`src/rtl/seg7_scan_driver_if.sv`:
```
// Display-side signal bundle for seg7_scan_driver: scan pacing, digit data in,
// active-low anode/segment drives out.
interface seg7_scan_driver_if #(
  parameter int N_DIGITS = 8
);
  localparam int IW = (N_DIGITS > 1) ? $clog2(N_DIGITS) : 1;

  // No valid/ready here: every input is a level sampled on each clk_in edge,
  // and only rising edges of scan_in (while enable=1) advance the scan.
  logic                    scan_in;
  logic                    enable;
  logic [4*N_DIGITS-1:0]   value;
  logic [N_DIGITS-1:0]     dp_mask;
  logic [N_DIGITS-1:0]     anodes;
  logic [6:0]              segments;
  logic                    dp_n;
  logic [IW-1:0]           digit_idx;

  modport master (
    output scan_in, enable, value, dp_mask,
    input  anodes, segments, dp_n, digit_idx
  );

  modport slave (
    input  scan_in, enable, value, dp_mask,
    output anodes, segments, dp_n, digit_idx
  );
endinterface

```
`src/rtl/seg7_scan_driver.sv`:
```
// Multiplexed 7-segment scanner: steps one digit per scan_in rising edge,
// latches a whole frame on wrap, decodes hex to active-low drives.
module seg7_scan_driver #(
  parameter int N_DIGITS      = 8,
  parameter bit BLANK_LEADING = 1'b0
) (
  input  logic                  clk_in,
  input  logic                  reset,
  seg7_scan_driver_if.slave     bus
);
  localparam int IW = (N_DIGITS > 1) ? $clog2(N_DIGITS) : 1;
  localparam logic [IW-1:0] LAST_IDX = IW'(N_DIGITS - 1);

  logic                  r_scan_q;
  logic [IW-1:0]         r_idx;
  logic [4*N_DIGITS-1:0] r_frame_value;
  logic [N_DIGITS-1:0]   r_frame_dp;
  logic [N_DIGITS-1:0]   r_anodes;
  logic [6:0]            r_segments;
  logic                  r_dp_n;

  logic                  w_step;
  logic                  w_wrap;
  logic [IW-1:0]         w_idx_next;
  logic [4*N_DIGITS-1:0] w_fv_next;
  logic [N_DIGITS-1:0]   w_fdp_next;
  logic [3:0]            w_nib;
  logic [N_DIGITS-1:0]   w_lz;
  logic                  w_blank;
  logic [N_DIGITS-1:0]   w_anodes;

  function automatic logic [6:0] f_decode(input logic [3:0] nib);
    case (nib)
      4'h0: f_decode = 7'b1000000;
      4'h1: f_decode = 7'b1111001;
      4'h2: f_decode = 7'b0100100;
      4'h3: f_decode = 7'b0110000;
      4'h4: f_decode = 7'b0011001;
      4'h5: f_decode = 7'b0010010;
      4'h6: f_decode = 7'b0000010;
      4'h7: f_decode = 7'b1111000;
      4'h8: f_decode = 7'b0000000;
      4'h9: f_decode = 7'b0010000;
      4'hA: f_decode = 7'b0001000;
      4'hB: f_decode = 7'b0000011;
      4'hC: f_decode = 7'b1000110;
      4'hD: f_decode = 7'b0100001;
      4'hE: f_decode = 7'b0000110;
      default: f_decode = 7'b0001110;
    endcase
  endfunction

  // Outputs are built from the next index and next frame so a step and its
  // new digit appear together one cycle later.
  always_comb begin
    w_step     = bus.scan_in & ~r_scan_q & bus.enable;
    w_idx_next = r_idx;
    if (w_step) begin
      w_idx_next = (r_idx == LAST_IDX) ? '0 : r_idx + IW'(1);
    end
    w_wrap     = w_step && (w_idx_next == '0);
    w_fv_next  = w_wrap ? bus.value   : r_frame_value;
    w_fdp_next = w_wrap ? bus.dp_mask : r_frame_dp;
    w_nib      = w_fv_next[4*w_idx_next +: 4];
  end

  // w_lz[k]: digits k..N-1 are all zero with no decimal point lit.
  always_comb begin
    logic l_run;
    l_run = 1'b1;
    w_lz  = '0;
    for (int k = N_DIGITS - 1; k >= 0; k--) begin
      l_run   = l_run & (w_fv_next[4*k +: 4] == 4'h0) & ~w_fdp_next[k];
      w_lz[k] = l_run;
    end
    w_blank = BLANK_LEADING && (w_idx_next != '0) && w_lz[w_idx_next];
  end

  always_comb begin
    w_anodes = '1;
    for (int k = 0; k < N_DIGITS; k++) begin
      w_anodes[k] = ~(bus.enable && (w_idx_next == IW'(k)));
    end
  end

  always_ff @(posedge clk_in) begin
    if (!reset) begin
      r_scan_q      <= 1'b0;
      r_idx         <= '0;
      r_frame_value <= '0;
      r_frame_dp    <= '0;
      r_anodes      <= '1;
      r_segments    <= 7'b1111111;
      r_dp_n        <= 1'b1;
    end else begin
      r_scan_q      <= bus.scan_in;
      r_idx         <= w_idx_next;
      r_frame_value <= w_fv_next;
      r_frame_dp    <= w_fdp_next;
      r_anodes      <= w_anodes;
      if (!bus.enable || w_blank) begin
        r_segments <= 7'b1111111;
        r_dp_n     <= 1'b1;
      end else begin
        r_segments <= f_decode(w_nib);
        r_dp_n     <= ~w_fdp_next[w_idx_next];
      end
    end
  end

  assign bus.anodes    = r_anodes;
  assign bus.segments  = r_segments;
  assign bus.dp_n      = r_dp_n;
  assign bus.digit_idx = r_idx;
endmodule

```
`src/flat_wrapper.sv`:
```
// flat-port wrapper written by rule: the top's interface ports become plain ports
module seg7_scan_driver_flat 
#(
  parameter int N_DIGITS      = 8,
  parameter bit BLANK_LEADING = 1'b0
)
  (clk_in, reset, bus_scan_in, bus_enable, bus_value, bus_dp_mask, bus_anodes, bus_segments, bus_dp_n, bus_digit_idx);
  seg7_scan_driver_if #(.N_DIGITS(N_DIGITS)) bus_i ();
  input  logic clk_in;
  input  logic reset;
  input wire logic [$bits(bus_i.scan_in)-1:0] bus_scan_in;
  input wire logic [$bits(bus_i.enable)-1:0] bus_enable;
  input wire logic [$bits(bus_i.value)-1:0] bus_value;
  input wire logic [$bits(bus_i.dp_mask)-1:0] bus_dp_mask;
  output wire logic [$bits(bus_i.anodes)-1:0] bus_anodes;
  output wire logic [$bits(bus_i.segments)-1:0] bus_segments;
  output wire logic [$bits(bus_i.dp_n)-1:0] bus_dp_n;
  output wire logic [$bits(bus_i.digit_idx)-1:0] bus_digit_idx;
  assign bus_i.scan_in = bus_scan_in;
  assign bus_i.enable = bus_enable;
  assign bus_i.value = bus_value;
  assign bus_i.dp_mask = bus_dp_mask;
  assign bus_anodes = bus_i.anodes;
  assign bus_segments = bus_i.segments;
  assign bus_dp_n = bus_i.dp_n;
  assign bus_digit_idx = bus_i.digit_idx;
  seg7_scan_driver #(.N_DIGITS(N_DIGITS), .BLANK_LEADING(BLANK_LEADING)) u_core (.clk_in(clk_in), .reset(reset), .bus(bus_i));
endmodule
```
`config.mk`:
```
export PLATFORM = sky130hd
export DESIGN_NAME = seg7_scan_driver_flat
export DESIGN_NICKNAME = d
export VERILOG_FILES = /design/src/rtl/seg7_scan_driver_if.sv /design/src/rtl/seg7_scan_driver.sv /design/src/flat_wrapper.sv
export SDC_FILE = /design/constraint.sdc
export NUM_CORES = 1
export LEC_CHECK = 0
export ABC_AREA = 1
export ABC_CLOCK_PERIOD_IN_PS = 2400
export CORE_ASPECT_RATIO = 1.25
export CORE_UTILIZATION = 46
export CTS_CLUSTER_DIAMETER = 30
export DETAILED_ROUTE_END_ITERATION = 8
export GPL_TIMING_DRIVEN = 0
export PLACE_DENSITY = 0.76
export SLEW_MARGIN = 20
export SYNTH_ARGS = -nofsm -noshare
export SYNTH_HDL_FRONTEND = slang
export SYNTH_SLANG_ARGS = --single-unit
```
`constraint.sdc`:
```
create_clock -name clk_in -period 2.4 [get_ports clk_in]
set_input_delay 0.6 -clock clk_in [delete_from_list [all_inputs] [get_ports clk_in]]
set_output_delay 0.6 -clock clk_in [all_outputs]
set_load 0.03 [all_outputs]
```
### Yosys cells after proc, flatten, opt, wreduce, memory -nomap -nowiden

Memories as Yosys holds them, arrays and structs flattened. A register that Yosys moved wholly into a read port is not among the register bits.
Index checks and enable logic that the tools add are counted.

| storage, ports and cells | value |
|---|---|
| bits in registers | 53 |
| word-level logic and storage cells | 48 |
| memories kept | 1 |
| output and inout port bits | 19 |
| ROM bits | 112 |

Memories:

| name | words | width | read ports | clocked after Yosys merged registers in | wr ports | RTL line | RTL |
|---|---|---|---|---|---|---|---|
| (no name shown) | 16 | 7 | 1 | 1 | 0 | seg7_scan_driver.sv:33 | `case (nib)` |

| operators by class | value |
|---|---|
| add/subtract/negate cells | 1 |
| equal/unequal tests | 8 |
| shifts and indexed selects | 1 |
| order comparisons | 1 |
| reductions and logical operators | 12 |
| muxes and demuxes | 6 |
| bitwise gates (word level) | 12 |

Operators with widths:

| operator | count |
|---|---|
| $mux 32 | 1 |
| $shiftx 32x6->4 | 1 |
| $eq 3x3->1 const B | 5 |
| $not 1->1 | 10 |
| $logic_and 1x1->1 | 9 |
| $mux 8 | 1 |
| $eq 3x2->1 const B | 2 |
| $mux 3 | 2 |
| $lt 3x4->1 const B | 1 |
| $add 3x1->3 const B | 1 |
| $bmux 1 s3 | 1 |
| $eq 3x1->1 const B | 1 |
| $logic_not 3->1 | 1 |
| $and 1x1->1 | 2 |
| $reduce_and 2->1 | 1 |
| $logic_not 1->1 | 1 |
| $mux 1 | 1 |

### Depth between registers and ports, before layout

Gate-level depths: netlist (run 1).

| depth | value |
|---|---|
| depth after elaboration | 10 |
| mapped depth | 20 |
| gate-level depth less buffers | 19 |

### Least setup slack after synthesis (run 1)

Ideal clock, no wire load.

| timing | value |
|---|---|
| path kind | register to register |
| from | reg u_core.r_idx[1], in the netlist u_core.bus.digit_idx[1] |
| to | reg u_core.r_segments[5], in the netlist u_core.bus.segments[5] |
| setup time | 121 ps |
| cell stages (with the launch flop) | 18 |
| data arrival time | 2454 ps |
| data required time | 2279 ps |
| slack | -176 ps |
| cells stage by stage | dfxtp_1 ha_1 ha_1 nor2_2 buf_4 buf_4 nand4_1 nand3_1 nand2_1 nor2_1 nand2_1 nand2_2 inv_1 ha_1 nand3_1 nand2_1 nand2_1 nand3_1 |

| on the way | value |
|---|---|
| word-level cells in the longest chain between the ends | 7 |
| elaborated cells on any way between the ends | 8 |

RTL lines:

| item | RTL line | RTL |
|---|---|---|
| start: declaration | seg7_scan_driver.sv:15 | `logic [IW-1:0] r_idx;` |
| start signal: assignment | seg7_scan_driver.sv:97 | `r_idx <= w_idx_next;` |
| $add 3x1->3 / $eq 3x3->1 (equally long branches) | seg7_scan_driver.sv:59 | `w_idx_next = (r_idx == LAST_IDX) ? '0 : r_idx + IW'(1);` |
| $mux 3 | seg7_scan_driver.sv:59 |  |
| $mux 3 (*) | seg7_scan_driver.sv:58 | `if (w_step) begin` |
| $logic_not 3->1 | seg7_scan_driver.sv:61 | `w_wrap = w_step && (w_idx_next == '0);` |
| $logic_and 1x1->1 | seg7_scan_driver.sv:61 |  |
| $mux 32 | seg7_scan_driver.sv:62 | `w_fv_next = w_wrap ? bus.value : r_frame_value;` |
| $shiftx 32x6->4 (*) | seg7_scan_driver.sv:64 | `w_nib = w_fv_next[4*w_idx_next +: 4];` |
| end: declaration | seg7_scan_driver.sv:19 | `logic [6:0] r_segments;` |

Every way passes the cells marked *; elsewhere a longest branch is shown, timed or not.
A chain may end at the register's enable or synchronous reset.

### Worst setup path after layout (run 1)

| timing | value |
|---|---|
| from | reg u_core.r_idx[0], in the netlist u_core.bus.digit_idx[0] |
| to | reg u_core.r_segments[0], in the netlist u_core.bus.segments[0] |

The elaborated chain is that of the path after synthesis.

==> flow_summary.ini, run 1 <==
[min_path]
hold_class = flip-flop to flip-flop
whs_path_depth = 2
min_from = u_core.r_frame_dp[3]$_SDFF_PN0_

[critical_path]
crit_fanout = 5
path_class = flip-flop to flip-flop
cp_slowest_cell = dfxtp_4
crit_required_ns = 2.63
cp-startpoint = u_core.bus.digit_idx[0]$_SDFF_PN0_
worstPathCellList = ha_4 -> ha_4 -> nor2_4 -> buf_6 -> buf_4 -> nand4_1 -> nand3_1 -> nand2_1 -> nor2_1 -> nand2_1 -> nand2_4 -> inv_4 -> ha_4 -> inv_2 -> nand2_2 -> nand3_1 -> nand3_1
worst_r2r_path_depth = 17
cp-end-kind = flip-flop
slowest_delay_ns = 0.35
rr_startpoint = u_core.bus.digit_idx[0]$_SDFF_PN0_
critPathLaunchType = flip-flop
arrival_ns = 2.67

[clock_tree]
tritoncts = built
clk_pin_slew_ns = 0.07
htree_num_levels = 3
numCtsBuffers = 9
insertion_delay_ns = 0.35
cts.sinks = 60
cts_root_buf = clkbuf_8
cts_buffer_depth = 2

[sta]
hold_violations = 0
period_needed_ns = 2.441
layout_setup_ws_ns = -0.04080
setup_viol = 4
fin_crit_sh_pct = 101.7
fmax_mhz = 409.7
tightestPinTransition_ns = 0.6528
slew_headroom_pct = 56.48
clock_skew_ns = 0.008726
setup_tns_ns = -0.1123
slew_viol_final = 0
rsz0062_at_grt = yes

[logic_synthesis]
netlist_area_sq_um = 3099
yosys.cell_types.count = 28
synth_area_per_cell_sq_um = 6.767
synth_nets = 510
syn-instance-count = 458
synth_warnings = 0
synth-seq-cells = 60
yosysSeqAreaShare_pct = 38.76

[power_and_ir_drop]
powerDensity_nw_per_um2 = 633.0
p_leak_nw = 2.133
ir_worst_vdd_v = 0.0004831

[grt]
antenna_found_initial = 0
grt_use_met3_pct = 6.438
grt_max_degree = 11
overflow = 0
grt_pass1_wl_mm = 13.46
grtUsageMet2_pct = 43.45
grt_use_total_pct = 25.70
grt_pass1_vias = 3026
grtUsageMet1_pct = 28.62
grt.busiest_layer = met2

[floorplanning]
die_area_sq_um = 7072
die_x_um = 75.42
rows = 33
io_pins = 63
fp.coreArea_sq_um = 6524
initial_core_util_pct = 47.51
dieHeight_um = 93.77

[run_status]
violations = setup timing
outcome = finished, violations left

[route]
drc = 0
routed_via_density = 5.015
drt_wl_total_mm = 8.728
final_antenna_net_count = 0
dr_total_vias = 3255
wl_per_cell_um = 13.45
drt_iter0_drc = 218
first_pass_iters = 4

[final_layout]
final_cell_mix = 90 x nand2_1, 79 x inv_1, 60 x clkdlybuf4s50_1
antennaDiodeCount = 0
layout_commonest_cell = nand2_1
stdcell_count = 649
nNetsFinal = 609
area_delta_synth_final_pct = 46.55
regArea_sq_um = 1207
n_fill_cell = 548
drive_above_1_share_pct = 23.13
multiInputGateArea_sq_um = 1680

[run]
max_cap_violations = 0

[placed_design]
dp.cells = 607
place_hpwl_mm = 5.462
portBuffers = 62
gp_congestion = 0.8735
what timing repair did:
action,in CTS,in global routing
cloned,3,0
resized for setup,49,46
hold buffers,0,0
setup buffers,15,8
setup endpoints to repair,8,8
pin swaps,14,33
hold endpoints to repair,0,0
flip-flops by register name, indices dropped and copies added (netlist names):
register / count
u_core.bus.anodes: 8
u_core.bus.digit_idx: 3
u_core.bus.dp_n: 1
u_core.bus.segments: 7
u_core.r_frame_dp: 8
u_core.r_frame_value: 32
u_core.r_scan_q: 1
cell usage after synthesis:
| library cell | number | area share, % |
|---|---|---|
| a21oi_1 | 1 | 0.16 |
| a31oi_1 | 1 | 0.20 |
| buf_2 | 5 | 0.81 |
| buf_4 | 3 | 0.73 |
| buf_6 | 6 | 2.2 |
| clkbuf_1 | 4 | 0.48 |
| clkinv_1 | 1 | 0.12 |
| dfxtp_1 | 60 | 39 |
| ha_1 | 8 | 3.2 |
| inv_1 | 83 | 10 |
| inv_2 | 6 | 0.73 |
| mux2_2 | 1 | 0.36 |
| mux2i_1 | 2 | 0.65 |
| nand2_1 | 107 | 13 |
| nand2_2 | 4 | 0.81 |
| nand2_4 | 4 | 1.5 |
| nand3_1 | 37 | 6.0 |
| nand3_4 | 1 | 0.57 |
| nand4_1 | 18 | 3.6 |
| nor2_1 | 63 | 7.6 |
| nor2_2 | 5 | 1.0 |
| nor2_4 | 3 | 1.1 |
| nor3b_1 | 1 | 0.24 |
| o211ai_1 | 5 | 1.2 |
| o21ai_0 | 15 | 2.4 |
| o21ai_1 | 11 | 1.8 |
| o21ai_2 | 2 | 0.57 |
| o22ai_1 | 1 | 0.20 |
layer usage:
metal,share of wire (%),vias to the layer above
met5,0,-
met4,2.5,0
met1,41,1496
met2,50,127
li1,-,1606
met3,6.3,26
final cells by class:
| class | instances | area share, % |
|---|---|---|
| plain buffers | 18 | 4.132 |
| clock buffers | 15 | 4.105 |
| clock inverters | 1 | 0.1102 |
| inverters | 90 | 7.548 |
| multi-input cells | 290 | 37.00 |
| flip-flops and latches | 60 | 26.58 |
| well taps | 87 | 2.397 |
| repair buffers | 88 | 18.13 |
critical path: cells and delay by family (launching register included):
kind          cells  cell delay, ns
buf+inv           4            0.42
flops             1            0.35
simple gates     10            1.00
fa+ha+maj         3            0.55
worst paths after layout:
kind / endpoint / slack [ns]
max reg2reg: u_core.bus.segments[0]$_SDFF_PN1_ / -0.04
max: u_core.bus.segments[0]$_SDFF_PN1_ / -0.04
min reg2reg: u_core.r_frame_dp[3]$_SDFF_PN0_ / 0.50
min: u_core.r_frame_dp[3]$_SDFF_PN0_ / 0.50
per-stage QoR:
step | util, % | hold slack [ns] | cell area, sq um | worst slack, ns | total power [mW]
final | 69.62 | 0.4972 | 4542 | -0.04080 | 2.875
after global routing | 69.62 | 0.5134 | 4542 | -0.1673 | 3.005
after CTS | 66.13 | 0.5002 | 4314 | 0.003463 | 2.745
after detailed placement | 58.96 | 0.4854 | 3846 | -0.9013 | 1.795
after global placement | 58.96 | 0.4789 | 3846 | -0.8740 | 1.779
after floorplan | - | 0.4600 | 3117 | 0.006866 | 1.569
report_power, final:
| group | total [mW] | internal (mW) | switching (mW) |
|---|---|---|---|
| Sequential | 1.08 | 1.06 | 0.0196 |
| Clock | 0.881 | 0.487 | 0.394 |
| Combinational | 0.914 | 0.382 | 0.532 |
kinds of logic after synthesis:
group / after synthesis / synth area share, %
simple gates: 243 / 35.37
flops: 60 / 38.76
fa+ha+maj: 8 / 3.230
buf+inv: 108 / 15.10
compound gates: 36 / 6.540
mux: 3 / 1.009
No activity file was read; power rests on OpenSTA's default activity.
==> inputs of run 2 (changes only) <==
--- a/config.mk
+++ b/config.mk
@@ -7,11 +7,10 @@
 export LEC_CHECK = 0
 export ABC_AREA = 1
 export ABC_CLOCK_PERIOD_IN_PS = 2400
-export CORE_ASPECT_RATIO = 1.25
+export CORE_ASPECT_RATIO = 2
 export CORE_UTILIZATION = 46
 export CTS_CLUSTER_DIAMETER = 30
 export DETAILED_ROUTE_END_ITERATION = 8
-export GPL_TIMING_DRIVEN = 0
 export PLACE_DENSITY = 0.76
 export SLEW_MARGIN = 20
 export SYNTH_ARGS = -nofsm -noshare
==> constraint.sdc (replaced) <==
create_clock -name clk_in -period 2.4 [get_ports clk_in]
set_input_delay 0.72 -clock clk_in [delete_from_list [all_inputs] [get_ports clk_in]]
set_output_delay 0.72 -clock clk_in [all_outputs]
set_load 0.03 [all_outputs]
==> run 2 against run 1 <==
Against the previous run: the run still ends with setup timing left; cell count increased by 5.7%; via count rose by 14%; register-to-register slack worse by 0.17 ns; wire length grew 28%; sequential share of layout area is 2.8 points lower; non-clock buffer count grew 36; sequential power about the same; clock power is 28% higher.
==> flow_summary.ini, run 2 (same netlist as run 1, synthesis figures left out) <==
[floorplanning]
dieHeight_um = 118.1
initial_core_util_pct = 47.18
die_area_sq_um = 7090
io_pins = 63
rows = 42
die_x_um = 60.04
fp.coreArea_sq_um = 6569

[sta]
fmax_mhz = 382.6
clock_skew_ns = 0.003422
hold_violations = 0
setup_viol = 7
fin_hold_ws_ns = 0.5059
slew_headroom_pct = 67.93
period_needed_ns = 2.613
tightestPinTransition_ns = 0.4811
rsz0062_at_grt = yes
slew_viol_final = 0
layout_setup_ws_ns = -0.2135
fin_crit_sh_pct = 108.9

[critical_path]
reg2reg_slack_ns = -0.21
critPathLaunchType = flip-flop
cp_slowest_cell = dfxtp_4
cp_top_family = simple AND/OR/NAND/NOR gates
crit_required_ns = 2.61
regToRegEndpoint = u_core.bus.segments[5]$_SDFF_PN1_
slowest_delay_ns = 0.35
worstPathCellList = ha_4 -> ha_4 -> inv_2 -> nand2_2 -> nand2_2 -> nand2_4 -> nand3_4 -> buf_16 -> nand2_1 -> nand3_1 -> nand2_1 -> nor2_2 -> nand2_2 -> nand2_4 -> inv_4 -> ha_4 -> nand3_4 -> nand2_2 -> nand2_2 -> nand3_1
cp-startpoint = u_core.bus.digit_idx[0]$_SDFF_PN0_
path_class = flip-flop to flip-flop
arrival_ns = 2.82
crit_buf_inv = 3
cp-end-kind = flip-flop
crit_fanout = 6
worst_r2r_path_depth = 20
critPathCapture = u_core.bus.segments[5]$_SDFF_PN1_
crit_cells = 20
rr_startpoint = u_core.bus.digit_idx[0]$_SDFF_PN0_
cpMostUsedCell = nand2_2

[clock_tree]
insertion_delay_ns = 0.33
cts_hold_buf = 0
cts_root_buf = clkbuf_16
cts_buffer_depth = 2
clk_pin_slew_ns = 0.05
tritoncts = built
htree_num_levels = 3
numCtsBuffers = 9
cts.sinks = 60

[placed_design]
dp.cells = 652
place_hpwl_mm = 6.103
portBuffers = 62
gp_congestion = 0.9103

[final_layout]
stdcell_count = 686
area_delta_synth_final_pct = 63.63
nNetsFinal = 646
drive_above_1_share_pct = 32.11
regMostFlops = u_core.r_frame_value
n_fill_cell = 421
largest_reg_flops = 32
antennaDiodeCount = 0
final_cell_mix = 80 x nand2_1, 79 x inv_1, 67 x buf_4
layout_commonest_cell = nand2_1

[grt]
overflow = 0
antenna_found_initial = 0
grt_use_total_pct = 31.55
grt_max_degree = 44
grt_pass1_wl_mm = 16.57
grt_pass1_vias = 3700

[route]
drt_iter0_drc = 373
first_pass_iters = 8
drt_wl_total_mm = 11.18
final_antenna_net_count = 0
wl_per_cell_um = 16.29
drc = 0
dr_total_vias = 3699
routed_via_density = 5.392

[power_and_ir_drop]
powerDensity_nw_per_um2 = 655.6
p_leak_nw = 2.392
ir_worst_vdd_v = 0.0004926

[min_path]
hold_class = flip-flop to flip-flop

[run]
max_cap_violations = 0

[run_status]
outcome = finished, violations left
violations = setup timing
run 2: power breakdown:
part | internal [mW] | leakage [nW] | total [mW] | switching, mW
Clock | 0.687 | 0.126 | 1.13 | 0.444
Combinational | 0.484 | 1.77 | 1.11 | 0.626
Sequential | 1.06 | 0.491 | 1.08 | 0.0216
Total | 2.23 | 2.39 | 3.32 | 1.09
run 2: timing repair:
action | 4_1_cts | 5_1_grt
gates resized for setup | 69 | 49
gates cloned | 5 | 0
endpoints found under the hold margin | 0 | 0
setup buffers | 11 | 7
endpoints found under the setup margin | 8 | 8
pin swaps | 36 | 36
run 2: worst register-to-register path, delay by kind of cell, from the launching register on:
family | cells | cell delay, ns
simple gates | 14 | 1.37
fa+ha+maj | 3 | 0.48
flops | 1 | 0.35
buf+inv | 3 | 0.29
run 2: how the worst min path moves through the flow:
stage	startpoint	end	slack [ns]	cells past startpoint
2_1_floorplan	u_core.r_frame_dp[3]$_SDFF_PN0_	u_core.r_frame_dp[3]$_SDFF_PN0_	0.46	2
3_3_place_gp	u_core.r_frame_dp[3]$_SDFF_PN0_	u_core.r_frame_dp[3]$_SDFF_PN0_	0.47	2
3_5_place_dp	u_core.r_frame_dp[6]$_SDFF_PN0_	u_core.r_frame_dp[6]$_SDFF_PN0_	0.50	2
4_1_cts	u_core.r_frame_dp[6]$_SDFF_PN0_	u_core.r_frame_dp[6]$_SDFF_PN0_	0.51	2
5_1_grt	u_core.r_frame_dp[6]$_SDFF_PN0_	u_core.r_frame_dp[6]$_SDFF_PN0_	0.57	2
6_report	u_core.r_frame_dp[6]$_SDFF_PN0_	u_core.r_frame_dp[6]$_SDFF_PN0_	0.51	2
run 2: layout make-up:
type	instances	area [sq um]	area share, %
multi-input combinational	291	1808	35.65
sequential	60	1206	23.78
timing repair buffer	142	1350	26.62
clock buffer	12	236.5	4.663
inverter	90	345.3	6.810
tap	88	110.1	2.171
clock inverter	3	15.01	0.2961
run 2: through the flow:
step                      worst slack, ns  setup TNS, ns  cell area (sq um)  total power [mW]  utilization (%)
after floorplan                  -0.03587       -0.03587               3166             1.581                -
after global placement            -0.8988         -11.11               4215             1.886            64.17
final                             -0.2135         -1.204               5071             3.325            77.20
after global routing              -0.2839         -1.702               5071             3.440            77.20
after detailed placement          -0.9844         -13.12               4215             1.907            64.17
after CTS                         -0.1175        -0.4681               4898             3.166            74.57
run 2: metal layers:
metal | GRT usage (%) | vias up | wire, um
met5 | 0 | - | 0
met4 | 21.80 | 0 | 627
met3 | 7.692 | 60 | 761
met2 | 54.58 | 228 | 6023
met1 | 30.85 | 1727 | 3765
li1 | - | 1684 | -
